==> src/rtl/mmio_fabric.sv <==
// mmio_fabric: single-master MMIO bridge decoding fixed-size slave windows,
// with per-access ack timeout and saturating error logging.
module mmio_fabric #(
    parameter int          NSLV      = 4,
    parameter int          SLV_SHIFT = 12,
    parameter logic [31:0] BASE_ADDR = 32'h8000_0000,
    parameter int          TIMEOUT   = 255
) (
    input  logic                 clk,
    input  logic                 rst,
    input  logic [31:0]          m_addr,
    input  logic [31:0]          m_wdata,
    input  logic [3:0]           m_be,
    input  logic                 m_en,
    input  logic                 m_rw,
    output logic [31:0]          m_rdata,
    output logic                 m_wait,
    output logic                 m_err,
    output logic [NSLV-1:0]      s_en,
    output logic [31:0]          s_addr,
    output logic [31:0]          s_wdata,
    output logic [3:0]           s_be,
    output logic                 s_rw,
    input  logic [32*NSLV-1:0]   s_rdata,
    input  logic [NSLV-1:0]      s_ack,
    output logic [7:0]           err_cnt,
    output logic [31:0]          err_addr
);

    typedef enum logic [1:0] {
        IDLE,
        ACCESS,
        RESP
    } state_t;

    localparam logic [15:0] CNT_LAST = 16'(TIMEOUT - 1);

    state_t      state;
    state_t      state_nxt;
    logic [2:0]  m_idx;
    logic [2:0]  idx_q;
    logic        hit;
    logic        ack_sel;
    logic [31:0] rdata_sel;
    logic [31:0] rdata_q;
    logic        err_q;
    logic [15:0] cnt;
    logic        tmo;

    assign m_idx = m_addr[SLV_SHIFT+2:SLV_SHIFT];
    assign hit   = (m_addr[31:SLV_SHIFT+3] == BASE_ADDR[31:SLV_SHIFT+3]) &&
                   ({29'b0, m_idx} < 32'(NSLV));

    // Only the latched slave's ack and data are visible; others are ignored.
    always_comb begin
        ack_sel   = 1'b0;
        rdata_sel = '0;
        for (int unsigned i = 0; i < NSLV; i++) begin
            if (idx_q == 3'(i)) begin
                ack_sel   = s_ack[i];
                rdata_sel = s_rdata[32*i +: 32];
            end
        end
    end

    assign tmo = (cnt == CNT_LAST) && !ack_sel;

    always_comb begin
        state_nxt = state;
        unique case (state)
            IDLE:    if (m_en) state_nxt = hit ? ACCESS : RESP;
            ACCESS:  if (ack_sel || tmo) state_nxt = RESP;
            RESP:    state_nxt = IDLE;
            default: state_nxt = IDLE;
        endcase
    end

    always_ff @(posedge clk) begin
        if (rst) state <= IDLE;
        else     state <= state_nxt;
    end

    // Error bookkeeping is written on the edge entering RESP so it is
    // already visible during the RESP cycle.
    always_ff @(posedge clk) begin
        if (rst) begin
            s_addr   <= '0;
            s_wdata  <= '0;
            s_be     <= '0;
            s_rw     <= 1'b0;
            idx_q    <= '0;
            cnt      <= '0;
            err_q    <= 1'b0;
            rdata_q  <= '0;
            err_cnt  <= '0;
            err_addr <= '0;
        end else begin
            unique case (state)
                IDLE: begin
                    if (m_en) begin
                        if (hit) begin
                            s_addr  <= m_addr;
                            s_wdata <= m_wdata;
                            s_be    <= m_be;
                            s_rw    <= m_rw;
                            idx_q   <= m_idx;
                            cnt     <= '0;
                            err_q   <= 1'b0;
                            rdata_q <= '0;
                        end else begin
                            err_q    <= 1'b1;
                            rdata_q  <= '0;
                            err_addr <= m_addr;
                            if (err_cnt != 8'hFF) err_cnt <= err_cnt + 8'd1;
                        end
                    end
                end
                ACCESS: begin
                    if (ack_sel) begin
                        rdata_q <= s_rw ? '0 : rdata_sel;
                    end else if (cnt == CNT_LAST) begin
                        err_q    <= 1'b1;
                        rdata_q  <= '0;
                        err_addr <= s_addr;
                        if (err_cnt != 8'hFF) err_cnt <= err_cnt + 8'd1;
                    end else begin
                        cnt <= cnt + 16'd1;
                    end
                end
                default: ;
            endcase
        end
    end

    always_comb begin
        s_en = '0;
        if (state == ACCESS) begin
            for (int unsigned i = 0; i < NSLV; i++) begin
                if (idx_q == 3'(i)) s_en[i] = 1'b1;
            end
        end
    end

    assign m_rdata = (state == RESP) ? rdata_q : '0;
    assign m_err   = (state == RESP) && err_q;
    assign m_wait  = m_en && (state != RESP);

endmodule

==> config.mk <==
export PLATFORM = sky130hd
export DESIGN_NAME = mmio_fabric
export DESIGN_NICKNAME = d
export VERILOG_FILES = /design/src/rtl/mmio_fabric.sv
export SDC_FILE = /design/constraint.sdc
export NUM_CORES = 1
export LEC_CHECK = 0
export ABC_AREA = 1
export BUFFER_PORTS_ARGS = -buffer_cell sky130_fd_sc_hd__buf_2
export CORE_ASPECT_RATIO = 0.7
export CORE_UTILIZATION = 42
export CTS_CLUSTER_SIZE = 24
export DETAILED_ROUTE_END_ITERATION = 7
export PLACE_DENSITY_LB_ADDON = 0.12
export RECOVER_POWER = 50
export SETUP_SLACK_MARGIN = 0.3
export SLEW_MARGIN = 20
export SYNTH_ARGS = -nofsm -noshare
export SYNTH_HDL_FRONTEND = slang
export SYNTH_SLANG_ARGS = --single-unit
==> constraint.sdc <==
create_clock -name clk -period 4.4 [get_ports clk]
set_input_delay 0.66 -clock clk [delete_from_list [all_inputs] [get_ports clk]]
set_output_delay 0.66 -clock clk [all_outputs]
set_load 0.1 [all_outputs]
# [After elaboration in Yosys (flattened, before gate mapping)]
# Cells that the tools add are included.
[classes] mux=44 eq_ne=17 n_lt_le_gt_ge=1 n_reduce_logical=15 n_addsub=2
[op_table] cell="32-bit two-way mux" count=13
[op_table] cell="32-bit case mux with 2 select lines" count=2
[op_table] cell="16-bit two-way mux" count=4
[op_table] cell="8-bit two-way mux" count=5
[op_table] cell="16-bit case mux with 2 select lines" count=1
[op_table] cell="17-bit equality test (second input constant)" count=1
[op_table] cell="16-bit by 1-bit adder with 16-bit output (second input constant)" count=1
[op_table] cell="16-bit by 8-bit equality test with 1-bit output (second input constant)" count=1
[op_table] cell="2-bit != test (second input constant)" count=8
[op_table] cell="8-bit case mux with 2 select lines" count=1
[op_table] cell="1-bit two-way mux" count=12
[op_table] cell="5-bit AND reduction" count=2
[op_table] cell="8-bit by 1-bit adder with 8-bit output (second input constant)" count=1
[op_table] cell="8-bit != test (second input constant)" count=1
[op_table] cell="3-bit by 2-bit equality test with 1-bit output (second input constant)" count=2
[op_table] cell="2-bit two-way mux" count=3
[op_table] cell="3-bit AND reduction" count=2
[op_table] cell="1-bit logical AND" count=4
[op_table] cell="4-bit two-way mux" count=1
[op_table] cell="2-bit case mux with 2 select lines" count=1
[op_table] cell="4-bit AND reduction" count=1
[op_table] cell="3-bit by 1-bit equality test with 1-bit output (second input constant)" count=1
[op_table] cell="3-bit logical NOT" count=1
[op_table] cell="3-bit < comparator (second input constant)" count=1
[op_table] cell="9 further kinds" count=9
[totals] input_bits=204 out_inout_bits=147 wordCells=90 reg_bits=163

# [Depth between registers and ports, before layout]
[depth] ltp_word=10 ltp_mapped=13 depth_no_buf=12

# [Least setup slack after synthesis]
# Ideal clock, no wire load.
[synth_timing] path_kind="reg-to-output" from="register, netlist name s_addr[12]" to="output port s_en[1]" arrival_ns=3.198 path_slack_ns=0.542 required_time_ns=3.740 stages_incl_launch_ff=7 path_buffers=2 path_cell_list="dfxtp_1 > nand2_1 > nor2_2 > buf_2 > buf_2 > inv_1 > nor2_1"
[synth_lines] element="to (decl)" line="19" rtl="output logic [NSLV-1:0] s_en,"

==> qor.csv <==
stage,metric,value,unit
clocking,post_cts_buffers,0,
synth,synth_nets,1398,
die,die_height,116,um
synth,ys_warn_count,0,
global_route,grt_pass1_wl,41300,um
clocking,cts.clk_slew.worst_paths,70,ps
worst_setup_path,cp.arrival,4010,ps
finish,nNetsFinal,1707,
synth,post_synth_num_cell_types,30,
worst_setup_path,start_kind,flip-flop,
timing,timing.fmax,274,MHz
worst_setup_path,worst-setup-path-type,reg2reg,
timing,worst_pin_slew,1710,ps
timing,rsz0062_at_grt,no,
hold_path,hold_path_class,reg2reg,
status,violations,"capacitance limit, slew limit",
timing,worst_hold_slack,462,ps
die,start_util,43.1,%
run,drv_cap,1,
clocking,root_buffer,clkbuf_16,
synth,ys_ff_latch,160,
clocking,clockBufferDepth,2,
clocking,htree_levels,4,
clocking,clk_latency,430,ps
routing,dr.first_iter.drc_count,805,
synth,ys.flop_type,dfxtp_1,
pwr,ir_drop,0.208,mV
worst_setup_path,critPathRequiredTime,4760,ps
timing,tns,0,ps
routing,antenna_left,0,
placed_design,io_buffers,350,
clocking,hold_buffers,0,
finish,final_common_cell,buf_2,
routing,via_count,8820,
timing,finalCritPeriodShare,83.0,%
synth,synth_area_per_cell,6.56,sq um
die,die_w,165,um
timing,fin_skew,10.9,ps
finish,final_cell_mix,"buf_2 (239), nand2_1 (229), nor2_1 (228), dfxtp_1 (160), o21ai_0 (129)",
pwr,power.density,354,nW/um^2
clocking,cts_num_sinks,160,
synth,synth_seq_area_share,41.0,%
status,outcome,finished with violations,
timing,setup_violations,0,
timing,max_slew_margin,-14.0,%
global_route,use_met2,44.6,%
routing,routed_via_density,5.04,
worst_setup_path,crit_fanout,37,
global_route,antenna_found_initial,2,
routing,routed_wl,27400,um
timing,period_needed,3650,ps
placed_design,post-dp-hpwl,19900,um
pwr,leakagePower,4.41,nW
placed_design,gp_congestion,0.904,
global_route,grt_pass1_vias,7743,
finish,final_util,55.8,%
routing,post-route-drc-count,0,
clocking,cts_tree,yes,
global_route,gr-usage-met1,37.2,%
synth,async_flop_share,0,%
worst_setup_path,end_kind,flip-flop,
synth,synth_edf_count,0,
synth,syn_area,7810,sq um
clocking,cts_resized,0,
clocking,cts_buffers,17,
synth,synthCells,1191,
finish,area_growth,29.3,%
die,dieArea,19200,sq um
global_route,grt.total_usage,27.9,%
die,ios,351,
die,row_count,41,
routing,first_pass_iters,5,
finish,drive_above_1_share,19.8,%
global_route,top_usage_layer,met2,
global_route,grt_remaining_overflow,0,
global_route,grt_max_degree,54,
global_route,met3_usage,6.21,%
routing,wl_per_cell,15.7,um
timing,finalHoldViolations,0,
timing,slew_violations,38,
die,core,18100,sq um
[stage by stage]
stage               cells  area [sq um]  setup WS (ps)  power, W
finish               1751         10100            748   0.00357
global route         1749         10100            431   0.00371
CTS                  1748         10200           1060   0.00360
detailed placement   1716          9650           1110   0.00214
global placement     1716          9650           1260   0.00214
floorplan            1191          7810            542   0.00196
[worst paths after layout]
| path | startpoint | to | slack, ps | cells after the start |
|---|---|---|---|---|
| setup / recovery | s_addr[13] | rdata_q[12] | 750 | 10 |
| hold / removal | rdata_q[5] | rdata_q[5] | 460 | 2 |
| hold reg to reg | rdata_q[5] | rdata_q[5] | 460 | 2 |
| setup reg to reg | s_addr[13] | rdata_q[12] | 750 | 10 |
[final cells by class]
cell class / instances / area, sq um
clock inverter: 15 / 161
clock buffer: 17 / 425
tap: 236 / 295
antenna: 2 / 5.00
sequential: 160 / 3200
timing repair buffer: 363 / 1710
multi-input combinational: 854 / 3910
fill: 1889 / 8010
inverter: 104 / 390
[registers in the layout, summed over array words and instances, names as in the netlist]
signal,flops
err_addr,32
rdata_q,32
s_addr,32
s_wdata,32
cnt,16
err_cnt,8
s_be,4
state,2
err_q,1
s_rw,1
[worst max-delay path, stage by stage, from the launching register on]
cell and delay (ps):
dfxtp_1 590, inv_1 250, nor2_4 140, clkbuf_2 530, nand2_1 100, nand2_1 120, nand4_1 140, nand3_1 130
clkbuf_1 1240, nand2_1 130, a21oi_1 200
[synthesized netlist by cell type (3+ instances only)]
library cell,number,area [sq um]
a21oi_1,93,465
a22oi_1,18,135
buf_1,6,22.5
buf_2,19,95.1
buf_4,5,37.5
clkbuf_1,43,161
dfxtp_1,160,3200
ha_1,3,37.5
inv_1,98,368
inv_2,6,22.5
nand2_1,229,860
nand2_2,3,18.8
nand3_1,64,320
nand4_1,15,93.8
nor2_1,229,860
nor2_4,3,33.8
nor3_1,28,140
o211ai_1,6,45.0
o21a_1,3,22.5
o21ai_0,129,646
o21ai_1,3,15.0
or2_0,8,50.1
xnor2_1,5,43.8
xor2_1,8,70.1
[power breakdown]
group          leakage (nW)  switching [W]  internal [W]
logic                  2.83       0.000454      0.000142
registers              1.30      0.0000203       0.00149
clock network         0.281       0.000708      0.000762
total                  4.41        0.00118       0.00239
[cell families (layout without fill, tap and decap cells)]
logic type / count (synthesis) / after routing / share of synthesized area (%)
other: 0 / 2 / 0
buffers and inverters: 177 / 499 / 9.05
xor gates and xnor gates: 13 / 13 / 1.46
adders and majority gates: 3 / 3 / 0.481
DFF: 160 / 160 / 41.0
AOI/OAI and AO/OA: 253 / 253 / 17.1
and+or+nand+nor: 585 / 585 / 30.9
[metal layers]
metal / wire (um) / vias up / part of all wire [%]
met4: 592 / 0 / 2.2
met1: 12400 / 4026 / 45
met5: 0 / - / 0
met3: 1960 / 41 / 7.1
li1: - / 4462 / -
met2: 12500 / 291 / 46
Note: power is estimated with default switching activity, not from simulation.
